**config.mk**
```make
export PLATFORM = sky130hd
export DESIGN_NAME = pla_scheduler
export DESIGN_NICKNAME = d
export VERILOG_FILES = /design/src/rtl/pla_scheduler_pkg.sv /design/src/rtl/pla_scheduler_fifo.sv /design/src/rtl/pla_scheduler.sv
export SDC_FILE = /design/constraint.sdc
export NUM_CORES = 1
export LEC_CHECK = 0
export CAP_MARGIN = 30
export CORE_MARGIN = 3
export CORE_UTILIZATION = 40
export CTS_BUF_LIST = sky130_fd_sc_hd__clkbuf_4
export CTS_CLUSTER_DIAMETER = 30
export DETAILED_ROUTE_END_ITERATION = 8
export MAX_ROUTING_LAYER = met4
export PLACE_DENSITY = 0.66
export SYNTH_ARGS = -nofsm -noshare
export SYNTH_HDL_FRONTEND = slang
export SYNTH_HIERARCHICAL = 1
export SYNTH_SLANG_ARGS = --single-unit
export TNS_END_PERCENT = 50
```
**constraint.sdc**
```tcl
create_clock -name clk -period 9 [get_ports clk]
set_input_delay 1.8 -clock clk [delete_from_list [all_inputs] [get_ports clk]]
set_output_delay 1.8 -clock clk [all_outputs]
set_load 0.01 [all_outputs]
```
**src/rtl/pla_scheduler_pkg.sv**
```systemverilog
// Shared types for the PLA scheduler: issue tags and tagged results.
package pla_sched_pkg;

  localparam int   PLA_ID_W       = 2;
  localparam logic PLA_FN_SIGMOID = 1'b1;
  localparam logic PLA_FN_TANH    = 1'b0;

  // Tag carried alongside each operand through the PLA.
  typedef struct packed {
    logic [PLA_ID_W-1:0] id;
    logic                func;
  } pla_tag_t;

  // Result FIFO entry: tag of the issuing requester plus the PLA result.
  typedef struct packed {
    pla_tag_t    tag;
    logic [31:0] data;
  } pla_res_t;

endpackage

```
**src/rtl/pla_scheduler_fifo.sv**
```systemverilog
// Show-ahead FIFO with occupancy count, used for both tags and results.
module sched_fifo #(
  parameter  int WIDTH = 8,
  parameter  int DEPTH = 8,
  localparam int AW    = $clog2(DEPTH)
) (
  input  logic             clk,
  input  logic             reset,
  input  logic             push_i,
  input  logic [WIDTH-1:0] push_data_i,
  input  logic             pop_i,
  output logic [WIDTH-1:0] head_o,
  output logic [AW:0]      count_o,
  output logic             empty_o
);

  logic [WIDTH-1:0] mem_q [DEPTH];
  logic [AW-1:0]    wr_ptr_q, rd_ptr_q;
  logic [AW:0]      count_q;
  logic             do_push, do_pop;

  assign do_pop  = pop_i & (count_q != '0);
  assign do_push = push_i & ((count_q != (AW+1)'(DEPTH)) | do_pop);

  // Storage write; depth is a power of two so pointers wrap naturally.
  // NOTE: the storage array is deliberately not reset -- count/pointers alone
  // define which entries are valid, so clearing the data buys nothing.
  always_ff @(posedge clk) begin
    if (do_push) mem_q[wr_ptr_q] <= push_data_i;
  end

  // Pointer and occupancy bookkeeping; push+pop together leaves count unchanged.
  always_ff @(posedge clk) begin
    if (reset) begin
      wr_ptr_q <= '0;
      rd_ptr_q <= '0;
      count_q  <= '0;
    end else begin
      if (do_push) wr_ptr_q <= wr_ptr_q + 1'b1;
      if (do_pop)  rd_ptr_q <= rd_ptr_q + 1'b1;
      case ({do_push, do_pop})
        2'b10:   count_q <= count_q + 1'b1;
        2'b01:   count_q <= count_q - 1'b1;
        default: count_q <= count_q;
      endcase
    end
  end

  assign head_o  = mem_q[rd_ptr_q];
  assign count_o = count_q;
  assign empty_o = (count_q == '0);

endmodule

```
**src/rtl/pla_scheduler.sv**
```systemverilog
// Round-robin scheduler sharing one sigmoid/tanh PLA between NUM_REQ
// requesters; results come back in issue order, tagged with requester id.
module pla_scheduler
  import pla_sched_pkg::*;
#(
  parameter int NUM_REQ   = 4,
  parameter int ID_W      = 2,
  parameter int RES_DEPTH = 8
) (
  input  logic                  clk,
  input  logic                  reset,
  input  logic [NUM_REQ-1:0]    req_valid,
  output logic [NUM_REQ-1:0]    req_ready,
  input  logic [NUM_REQ-1:0]    req_func,
  input  logic [32*NUM_REQ-1:0] req_data,
  output logic                  pla_select,
  output logic                  pla_valid_in,
  output logic                  pla_valid_in_rev,
  output logic [31:0]           pla_x,
  input  logic                  pla_valid_out,
  input  logic [31:0]           pla_out,
  output logic                  rsp_valid,
  input  logic                  rsp_ready,
  output logic [ID_W-1:0]       rsp_id,
  output logic                  rsp_func,
  output logic [31:0]           rsp_data,
  output logic                  busy,
  output logic                  err_orphan
);

  localparam int CNT_W = $clog2(RES_DEPTH) + 1;

  logic [31:0]     req_data_a [NUM_REQ];
  logic [ID_W-1:0] rr_q, rr_d, cand, grant_id;
  logic            grant_vld, credit_ok;
  logic            pla_valid_q, pla_select_q, err_orphan_q;
  logic [31:0]     pla_x_q;

  logic [CNT_W-1:0] tag_count, res_count;
  logic [CNT_W:0]   inflight;
  logic             tag_empty, res_empty, tag_pop, orphan;
  pla_tag_t         tag_in, tag_head;
  pla_res_t         res_in, res_head;

  for (genvar k = 0; k < NUM_REQ; k++) begin : g_unpack
    assign req_data_a[k] = req_data[32*k +: 32];
  end

  // Credits come from registered counts, so a pop frees a slot next cycle.
  assign inflight  = {1'b0, tag_count} + {1'b0, res_count};
  assign credit_ok = inflight < (CNT_W+1)'(RES_DEPTH);

  // Round-robin arbiter: first valid requester at or after the rr pointer.
  // NOTE: combinational blocks use blocking '=' with every output defaulted
  // first, so the loop sees its own updates and no latch is inferred.
  always_comb begin
    grant_vld = 1'b0;
    grant_id  = rr_q;
    cand      = '0;
    for (int i = 0; i < NUM_REQ; i++) begin
      cand = ID_W'((int'(rr_q) + i) % NUM_REQ);
      if (!grant_vld && req_valid[cand]) begin
        grant_vld = 1'b1;
        grant_id  = cand;
      end
    end
    grant_vld = grant_vld & credit_ok;
  end

  assign req_ready = grant_vld ? (NUM_REQ'(1) << grant_id) : '0;
  assign rr_d      = grant_vld ? ID_W'((int'(grant_id) + 1) % NUM_REQ) : rr_q;

  // Issue register: one operand to the PLA the cycle after each handshake.
  always_ff @(posedge clk) begin
    if (reset) begin
      rr_q         <= '0;
      pla_valid_q  <= 1'b0;
      pla_x_q      <= '0;
      pla_select_q <= 1'b0;
      err_orphan_q <= 1'b0;
    end else begin
      rr_q        <= rr_d;
      pla_valid_q <= grant_vld;
      if (grant_vld) begin
        pla_x_q      <= req_data_a[grant_id];
        pla_select_q <= req_func[grant_id];
      end
      if (orphan) err_orphan_q <= 1'b1;
    end
  end

  assign tag_in.id   = grant_id;
  assign tag_in.func = req_func[grant_id];

  // A PLA result with no outstanding tag is dropped and flagged.
  assign tag_pop = pla_valid_out & ~tag_empty;
  assign orphan  = pla_valid_out & tag_empty;

  assign res_in.tag  = tag_head;
  assign res_in.data = pla_out;

  sched_fifo #(.WIDTH($bits(pla_tag_t)), .DEPTH(RES_DEPTH)) u_tag_fifo (
    .clk         (clk),
    .reset       (reset),
    .push_i      (grant_vld),
    .push_data_i (tag_in),
    .pop_i       (tag_pop),
    .head_o      (tag_head),
    .count_o     (tag_count),
    .empty_o     (tag_empty)
  );

  sched_fifo #(.WIDTH($bits(pla_res_t)), .DEPTH(RES_DEPTH)) u_res_fifo (
    .clk         (clk),
    .reset       (reset),
    .push_i      (tag_pop),
    .push_data_i (res_in),
    .pop_i       (rsp_valid & rsp_ready),
    .head_o      (res_head),
    .count_o     (res_count),
    .empty_o     (res_empty)
  );

  // Response fields are forced to zero when empty so stale storage never shows.
  assign rsp_valid = ~res_empty;
  assign rsp_id    = res_empty ? '0 : res_head.tag.id;
  assign rsp_func  = res_empty ? 1'b0 : res_head.tag.func;
  assign rsp_data  = res_empty ? '0 : res_head.data;

  assign pla_valid_in     = pla_valid_q;
  assign pla_valid_in_rev = pla_valid_q;
  assign pla_x            = pla_x_q;
  assign pla_select       = pla_select_q;
  assign err_orphan       = err_orphan_q;
  assign busy             = (tag_count != '0) | (res_count != '0) | pla_valid_q;

endmodule

```
==> results.json, run 1 <==
{
  "critical_path.cell_chain": "clkdlybuf4s50_1 > nor2b_1 > o21ai_2 > buf_4 > nand3_1 > inv_1 > nor3_1 > clkdlybuf4s50_1",
  "number_of_enable_type_register_cells_in_the_synthesized_netlist": 304,
  "critical_path.startpoint_type": "input pin",
  "hold_violations": 0,
  "track_usage_pct": 18.79,
  "final_critical_period_ns": 6.258,
  "timing_worst_slew_pin_value_ns": 1.039,
  "drive_gt1_share_pct": 23.93,
  "grt_start_max_net_pins": 49,
  "tritoncts.num_buffers": 101,
  "fmax_mhz": 159.8,
  "maxCapViolations": 0,
  "detailedPlacementHpwl_um": 23260,
  "syn_nets": 1154,
  "path_clk_slew_ns": 0.05,
  "end_kind": "primary output",
  "grt_most_used_layer": "met2",
  "die_area_um2": 41880,
  "fin_area_um2": 20020,
  "outcome": "finished, final reports clean",
  "postSynth.topFlopCell": "edfxtp_1",
  "syn-cell-area_um2": 15780,
  "power_frac_seq_pct": 43.2,
  "critPathTopFamily": "buffers and inverters",
  "floorplan.rows": 72,
  "drtIter0Drc": 493,
  "groute.layer.met1.usage_pct": 22.56,
  "number_of_iterations_in_the_first_detailed_routing_pass": 5,
  "postCtsResizedCells": 0,
  "critPathRequiredTime_ns": 7.20,
  "cp_data_arrival_time_ns": 4.46,
  "power.share.switching_pct": 30.94,
  "detail_route.vias_per_cell": 5.426,
  "multi_input_combinational_cell_area_um2": 5036,
  "ctsRootBufferMaster": "clkbuf_4",
  "power-per-cell-area_nw_per_um2": 257.4,
  "rsz0062_at_grt": "no",
  "post_route_worst_hold_slack_ns": 0.4719,
  "worst_slack_ns": 2.742,
  "numPortBuffers": 248,
  "r2r_setup_slack_ns": 5.28,
  "wl_per_cell_um": 20.79,
  "cell_internal_pwr_mw": 3.558,
  "area.sequential_um2": 10400,
  "worst_clock_skew_ns": 0.05390,
  "grt_pass1_vias": 10670,
  "worst_path_largest_cell_delay_ns": 0.68,
  "crit_slowest_cell": "clkdlybuf4s50_1",
  "antenna_violating_nets_post_route": 0,
  "synth_largest_area_cell": "edfxtp_1",
  "synth_cell_type_count": 58,
  "critical_path.most_common_cell": "clkdlybuf4s50_1",
  "p_leak_nw": 6.772,
  "synth.area.top_cells": "edfxtp_1 58%, mux4_2 11%, dfxtp_1 8.0%, mux2_2 2.7%, nor2b_1 1.6%",
  "crit_buf_inv": 4,
  "min_path_type": "flop to flop",
  "gp_congestion": 0.8257,
  "io_pins": 249,
  "cts_h_tree_depth": 3,
  "cts-hold-fix-buffers": 0,
  "async_flop_share_pct": 0,
  "final_nets": 1459,
  "post_synth.cell_area_avg_um2": 16.29,
  "crit_path_max_fanout": 33,
  "pre_cts_slack_ns": 2.800,
  "initial_core_util_pct": 40.65,
  "area_growth_pct": 26.83,
  "p_sw_mw": 1.594,
  "synth_cells": 969,
  "power_frac_clock_pct": 27.3,
  "route.detailed.drc": 0,
  "initial_antenna_violation_count": 2,
  "global_route_wire_length_before_repair_um": 58930,
  "timing.final.setup_violations": 0,
  "placedInstanceArea_um2": 18810,
  "ys_warn_count": 6,
  "die-height_um": 204.6,
  "clock_latency_ns": 0.77,
  "grt-ovfl-total": 0,
  "criticalPathCategory": "input pin to primary output",
  "power.combinational.fraction_pct": 29.5,
  "vias": 10080,
  "fin_setup_tns_ns": 0,
  "cts.sinks": 367,
  "groute.layer.met3.usage_pct": 5.689,
  "final_min_period_over_clock_period_pct": 69.54,
  "tritoncts": "done",
  "grt.met2_usage_pct": 30.30,
  "ys_ff_latch": 367,
  "floorplan.die.width_um": 204.6,
  "cts.path.max_buffers": 3,
  "fill_cells": 3311,
  "timing.max_slew.rel_slack_pct": 30.56,
  "drt_wl_total_um": 38610,
  "core_region_area_um2": 38830,
  "drv_slew": 0,
  "ir_worst_vdd_mv": 0.1278,
  "postCtsSetupRepairBufs": 0,
  "synth.yosys.seq_area_share_pct": 65.83,
  "synth_top_area_share_pct": 57.84
}
[synthesized netlist by cell type (6+ instances only)]
library cell / instances
a32o_1: 24
nor2_1: 39
nand2b_1: 10
nand4b_1: 10
dfxtp_1: 63
o211ai_1: 6
ha_1: 11
clkbuf_1: 40
o31ai_1: 34
mux2i_1: 9
nand4_1: 33
nor2b_1: 41
xor2_1: 8
edfxtp_1: 304
a21oi_1: 40
mux4_2: 76
a211o_1: 25
xnor2_1: 6
mux2_2: 38
buf_2: 13
nor3_1: 16
inv_1: 9
nand2_1: 24
nand3_1: 18
buf_6: 14
[path summary, 6_finish.rpt]
path | start | endpoint | depth (start not counted)
min reg2reg | pla_x[7] | pla_x[7] | 2
max | req_valid[2] | req_ready[0] | 8
min | pla_x[7] | pla_x[7] | 2
max reg2reg | u_tag_fifo/count_o[2] | u_tag_fifo/count_o[3] | 11
[cell families (layout without fill, tap and decap cells)]
| logic type | after synthesis | after routing | share of synthesized area [%] |
|---|---|---|---|
| other | 0 | 2 | 0 |
| DFF | 367 | 367 | 65.83 |
| adders and majority gates | 13 | 13 | 1.126 |
| muxes | 123 | 123 | 14.13 |
| AOI/OAI and AO/OA | 160 | 160 | 7.928 |
| buffers and inverters | 80 | 448 | 2.719 |
| and+or+nand+nor | 212 | 212 | 7.492 |
| xor gates and xnor gates | 14 | 14 | 0.7769 |
[metal layers]
metal | share of wire [%] | vias up
met3 | 7.4 | 82
met1 | 41 | 5052
met5 | 0 | -
met2 | 49 | 345
li1 | - | 4597
met4 | 2.6 | 0
[power groups by stage]
stage	combinational [mW]	clock, mW	sequential [mW]
after floorplan	0.884	0	2.24
after global placement	1.52	0	2.25
after detailed placement	1.53	0	2.26
after CTS	1.54	1.47	2.23
after global routing	1.64	1.56	2.25
final	1.52	1.40	2.23
[state kept, by name, summed over array words and instances (netlist names), named ones only]
name and flops:
u_tag_fifo/wr_ptr_q 3, pla_valid_in 1, u_tag_fifo/mem_q 24, u_tag_fifo/count_o 4, rr_q 2, pla_select 1
u_res_fifo/count_o 4, u_tag_fifo/rd_ptr_q 3, u_res_fifo/wr_ptr_q 3, u_res_fifo/mem_q 280, pla_x 32, err_orphan 1
u_res_fifo/rd_ptr_q 3
[layout by cell type, fill, tap and decap left out, drive strengths merged, types with 10 or more instances in the layout]
cell type	instances
edfxtp	304
clkdlybuf4s50	248
clkbuf	134
mux4	76
dfxtp	63
nor2b	41
a21oi	40
nor2	40
mux2	38
o31ai	34
nand4	33
clkinv	26
a211o	25
buf	25
nand2	24
a32o	24
nand3	18
nor3	16
inv	14
ha	11
nand2b	10
nand4b	10
[metrics by stage]
step	utilization, %	total power [mW]	cells
floorplan	-	3.125	969
global placement	48.37	3.773	1688
detailed placement	48.44	3.798	1689
CTS	51.54	5.236	1855
global route	51.55	5.454	1857
finish	51.55	5.152	1857
[area by class of cell]
| class | instances | area share (%) |
|---|---|---|
| Sequential cell | 367 | 51.95 |
| Multi-Input combinational cell | 522 | 25.16 |
| Timing Repair Buffer | 273 | 13.44 |
| Clock buffer | 134 | 5.026 |
| Tap cell | 518 | 3.238 |
| Clock inverter | 32 | 0.9939 |
| Inverter | 9 | 0.1688 |
| Antenna cell | 2 | 0.02500 |
[worst min-delay path, delay by kind of cell (launching register included)]
kind / cells / cell delay (ns)
simple gates: 2 / 0.12
flops: 1 / 0.32
Note: power is estimated with default switching activity, not from simulation.
==> run 2: changes to the inputs <==
==> constraint.sdc (replaced) <==
create_clock -name clk -period 5.9 [get_ports clk]
set_input_delay 1.18 -clock clk [delete_from_list [all_inputs] [get_ports clk]]
set_output_delay 1.18 -clock clk [all_outputs]
set_load 0.01 [all_outputs]
==> run 2 against run 1 <==
Against the previous run: utilization is 0.11 points higher; design area is 0.21% higher; non-clock buffer count is 3 lower; critical path depth is 2 lower; clock power is 57% higher; largest power group unchanged; register-to-register slack worse by 3.2 ns; largest cell class unchanged; die area stayed put; sequential cell count stayed put; critical endpoint is now req_ready[2].
==> results.json, run 2 (synthesis results as in run 1) <==
{
  "ir_worst_vdd_mv": 0.2126,
  "critical_register_to_register_path_startpoint": "u_res_fifo/count_o[1]",
  "initial_core_util_pct": 40.65,
  "worst_clock_skew_ns": 0.04645,
  "crit_path_max_fanout": 17,
  "detailedPlacementHpwl_um": 22850,
  "postCtsResizedCells": 0,
  "top_layer_used": "met4",
  "drt_wl_total_um": 38000,
  "tritoncts": "done",
  "vias": 9986,
  "wl_per_cell_um": 20.55,
  "p_leak_nw": 6.764,
  "final_min_period_over_clock_period_pct": 82.99,
  "worst_slack_ns": 1.004,
  "outcome": "finished, final reports clean",
  "drive_gt1_share_pct": 23.49,
  "die-height_um": 204.6,
  "cts.sinks": 367,
  "postCtsSetupRepairBufs": 0,
  "end_kind": "primary output",
  "tritoncts.num_buffers": 97,
  "fin_setup_tns_ns": 0,
  "min_path_type": "flop to flop",
  "reg2reg_to": "u_res_fifo/mem_q[4][6]",
  "track_usage_pct": 18.48,
  "hold_violations": 0,
  "cts-hold-fix-buffers": 0,
  "power-per-cell-area_nw_per_um2": 395.3,
  "rsz0062_at_grt": "no",
  "hold_path_depth": 2,
  "met3_length_um": 2524,
  "rr_worst_depth": 7,
  "grt-ovfl-total": 0,
  "dr_wl_met2_um": 18790,
  "cts.path.max_buffers": 3,
  "final_nets": 1452,
  "grt_start_max_net_pins": 61,
  "io_pins": 249,
  "grt_pass1_vias": 10490,
  "floorplan.rows": 72,
  "numPortBuffers": 248,
  "registers.top_by_ff_count": "u_res_fifo/mem_q",
  "ctsRootBufferMaster": "clkbuf_4",
  "cts_h_tree_depth": 3,
  "cp_data_arrival_time_ns": 3.72,
  "critical_path.startpoint_type": "input pin",
  "area_growth_pct": 27.09,
  "global_route_wire_length_before_repair_um": 57520,
  "detail_route.vias_per_cell": 5.401,
  "hold_end": "pla_x[7]",
  "most_used_cells_in_the_layout_excluding_fill_and_tap_cells": "304 x edfxtp_1, 248 x clkdlybuf4s50_1, 131 x clkbuf_4, 76 x mux4_2, 60 x dfxtp_1",
  "route.detailed.drc": 0,
  "fin_area_um2": 20060,
  "criticalPathCategory": "input pin to primary output",
  "timing.max_slew.rel_slack_pct": 31.65,
  "drt-met1-wl_um": 15820,
  "drtIter0Drc": 631,
  "placedInstanceArea_um2": 18820,
  "floorplan.die.width_um": 204.6,
  "hold_start": "pla_x[7]",
  "path_clk_slew_ns": 0.05,
  "drv_slew": 0,
  "pre_cts_slack_ns": 1.044,
  "gp_congestion": 0.8150,
  "maxCapViolations": 0,
  "largest_reg_flops": 280,
  "clock_latency_ns": 0.78,
  "fmax_mhz": 204.2,
  "critPathRequiredTime_ns": 4.72,
  "core_region_area_um2": 38830,
  "number_of_iterations_in_the_first_detailed_routing_pass": 5,
  "die_area_um2": 41880,
  "timing.final.setup_violations": 0,
  "initial_antenna_violation_count": 2,
  "layout_commonest_cell": "edfxtp_1",
  "r2r_setup_slack_ns": 2.12,
  "antenna_violating_nets_post_route": 0,
  "final_critical_period_ns": 4.896,
  "timing_worst_slew_pin_value_ns": 1.023
}
-- run 2: cell types whose count changed in the layout (fill, tap and decap cells not counted), sizes merged --
cell,before,now
clkinvlp,0,2
buf,25,22
clkinv,26,20
clkbuf,134,131
bufinv,1,4
inv,14,12
diode,2,3
-- run 2: metal layers --
layer / global-route usage (%) / vias to the layer above
li1: - / 4588
met1: 22.29 / 4984
met2: 29.93 / 337
met3: 5.085 / 77
met4: 6.783 / 0
met5: - / -
-- run 2: area by class of cell --
type	instances	area (µm²)
inverter	9	33.78
timing repair buffer	270	2700
multi-input combinational	522	5036
fill	3257	18770
tap	518	648.1
antenna	3	7.507
clock inverter	29	250.2
clock buffer	131	983.4
sequential	367	10400
-- run 2: critical path, cell delays in order --
cell and delay (ns):
clkdlybuf4s50_1 0.62, or4_1 0.61, nand3_1 0.23, inv_1 0.33, and3_1 0.25, clkdlybuf4s50_1 0.50
-- run 2: per-stage QoR --
step	hold WS [ns]	std cells	util, %	power, mW
4_1_cts	0.4783	1846	51.64	8.037
2_1_floorplan	0.4847	969	-	4.768
3_5_place_dp	0.4653	1686	48.46	5.797
6_report	0.4751	1849	51.66	7.929
3_3_place_gp	0.4511	1684	48.32	5.756
5_1_grt	0.5091	1848	51.65	8.375
-- run 2: worst max path at each step --
| stage | endpoint | slack (ns) | startpoint |
|---|---|---|---|
| floorplan | u_res_fifo/mem_q[0][0] | 0.04 | pla_valid_out |
| finish | req_ready[2] | 1.00 | req_valid[1] |
| global placement | req_ready[2] | 1.07 | req_valid[1] |
| global route | req_ready[2] | 0.72 | u_res_fifo/count_o[2] |
| detailed placement | req_ready[2] | 1.04 | req_valid[1] |
| CTS | req_ready[2] | 0.87 | u_res_fifo/count_o[2] |
-- run 2: report_power, final --
group | switching (mW) | internal (mW) | total, mW
sequential | 0.195 | 3.19 | 3.39
clock | 0.995 | 1.21 | 2.20
combinational | 1.20 | 1.13 | 2.34
==> run 3: changes to the inputs <==
--- a/config.mk
+++ b/config.mk
@@ -12,7 +12,7 @@
 export CTS_CLUSTER_DIAMETER = 30
 export DETAILED_ROUTE_END_ITERATION = 8
 export MAX_ROUTING_LAYER = met4
-export PLACE_DENSITY = 0.66
+export PLACE_DENSITY = 0.69
 export SYNTH_ARGS = -nofsm -noshare
 export SYNTH_HDL_FRONTEND = slang
 export SYNTH_HIERARCHICAL = 1
==> constraint.sdc (replaced) <==
create_clock -name clk -period 4.1 [get_ports clk]
set_input_delay 0.82 -clock clk [delete_from_list [all_inputs] [get_ports clk]]
set_output_delay 0.82 -clock clk [all_outputs]
set_load 0.01 [all_outputs]
==> run 3 against run 2 <==
Against the previous run: die area is the same; clock-buffer cell count grew 5; non-clock buffer count grew 22; design area grew 1.3%; critical path type unchanged; total power grew 43%; critical endpoint unchanged.
==> results.json, run 3 (synthesis results as in run 1) <==
{
  "end_kind": "primary output",
  "die_area_um2": 41880,
  "critPathRequiredTime_ns": 3.28,
  "io_pins": 249,
  "maxCapViolations": 0,
  "final_min_period_over_clock_period_pct": 94.07,
  "track_usage_pct": 18.79,
  "initial_core_util_pct": 40.65,
  "layout_commonest_cell": "edfxtp_1",
  "hold_violations": 0,
  "largest_reg_flops": 280,
  "number_of_iterations_in_the_first_detailed_routing_pass": 5,
  "gp_congestion": 0.8045,
  "ctsRootBufferMaster": "clkbuf_4",
  "power-per-cell-area_nw_per_um2": 557.3,
  "detail_route.vias_per_cell": 5.404,
  "cts.sinks": 367,
  "core_region_area_um2": 38830,
  "floorplan.die.width_um": 204.6,
  "fmax_mhz": 259.3,
  "tritoncts": "done",
  "path_clk_slew_ns": 0.06,
  "p_leak_nw": 6.873,
  "grt_start_max_net_pins": 71,
  "antenna_violating_nets_post_route": 0,
  "post-place-cells": 1700,
  "rsz0062_at_grt": "no",
  "ir_worst_vdd_mv": 0.3115,
  "fin_setup_tns_ns": 0,
  "timing.final.setup_violations": 0,
  "registers.top_by_ff_count": "u_res_fifo/mem_q",
  "vias": 10190,
  "drtIter0Drc": 480,
  "tritoncts.num_buffers": 98,
  "final_critical_period_ns": 3.857,
  "drive_gt1_share_pct": 24.85,
  "drt_wl_total_um": 38410,
  "post_route_worst_hold_slack_ns": 0.4770,
  "timing.max_slew.rel_slack_pct": 41.76,
  "min_path_type": "flop to flop",
  "critical_path.startpoint_type": "input pin",
  "criticalPathCategory": "input pin to primary output",
  "cts_h_tree_depth": 3,
  "crit_path_max_fanout": 9,
  "global_route_wire_length_before_repair_um": 58930,
  "filler_free_cell_count_of_the_finished_design": 1886,
  "numPortBuffers": 248,
  "grt_pass1_vias": 10840,
  "die-height_um": 204.6,
  "wl_per_cell_um": 20.36,
  "cts-hold-fix-buffers": 0,
  "outcome": "finished, final reports clean",
  "detailedPlacementHpwl_um": 23160,
  "final_nets": 1475,
  "area_growth_pct": 28.71,
  "grt-ovfl-total": 0,
  "most_used_cells_in_the_layout_excluding_fill_and_tap_cells": "304 x edfxtp_1, 248 x clkdlybuf4s50_1, 136 x clkbuf_4, 76 x mux4_2, 57 x dfxtp_1",
  "worst_clock_skew_ns": 0.03248,
  "route.detailed.drc": 0,
  "drv_slew": 0,
  "cts.path.max_buffers": 3,
  "floorplan.rows": 72,
  "initial_antenna_violation_count": 3,
  "cp_data_arrival_time_ns": 3.04,
  "timing_worst_slew_pin_value_ns": 0.8697,
  "clock_latency_ns": 0.75
}
==> run 3: changes by cell type in the layout (fill, tap and decap cells not counted), moves of 4 or more <==
cell	previous run	this run
buf_4	19	32
bufinv_16	4	0
buf_12	1	12
clkinv_1	13	25
clkbuf_4	131	136
==> run 3: final cells by class <==
class | instances | area (µm²)
Fill cell | 3244 | 18510
Sequential cell | 367 | 10400
Multi-Input combinational cell | 522 | 5064
Timing Repair Buffer | 292 | 2963
Clock buffer | 136 | 1021
Tap cell | 518 | 648.1
Clock inverter | 38 | 172.7
Inverter | 9 | 33.78
Antenna cell | 4 | 10.01
==> run 3: final timing paths <==
kind                                            start  slack, ns                      end  depth (start not counted)
worst max-delay path                     req_valid[0]       0.24             req_ready[2]                          6
worst min-delay path                         pla_x[6]       0.48                 pla_x[6]                          2
worst max register to register  u_res_fifo/count_o[0]       1.07  u_res_fifo/mem_q[7][12]                          7
worst min register to register               pla_x[6]       0.48                 pla_x[6]                          2
==> run 3: worst max-delay path, stage by stage <==
cell and delay (ns):
clkdlybuf4s50_1 0.54, nor2b_1 0.24, or4_4 0.55, nand2_1 0.11
and3_1 0.19, clkdlybuf4s50_1 0.58
==> run 3: through the flow <==
step / power, mW / area [µm²] / util, % / setup slack (ns)
floorplan: 6.858 / 15790 / - / -0.4583
global placement: 8.318 / 19000 / 48.94 / 0.2965
detailed placement: 8.389 / 19020 / 48.99 / 0.2535
CTS: 11.48 / 20220 / 52.07 / -0.03111
global route: 12.00 / 20310 / 52.31 / 0.02203
finish: 11.32 / 20310 / 52.32 / 0.2433
==> run 3: report_power, final <==
group | switching, mW | leakage [nW] | internal (mW)
clock network | 1.47 | 0.701 | 1.54
logic | 1.75 | 2.90 | 1.69
registers | 0.264 | 3.27 | 4.60
total | 3.49 | 6.87 | 7.83
==> run 3: what timing repair did <==
item,CTS,global route
cloned,0,0
resized for setup,2,2
setup endpoints to repair,3,25
setup buffers,0,8
==> run 3: routing by layer <==
metal  up-vias  track usage, %  wire length [µm]
met2       391           30.52             19030
met1      5073           22.50             15450
met5         -               -                 0
met3        85           5.149              2936
met4         0           7.102               993
li1       4643               -                 -
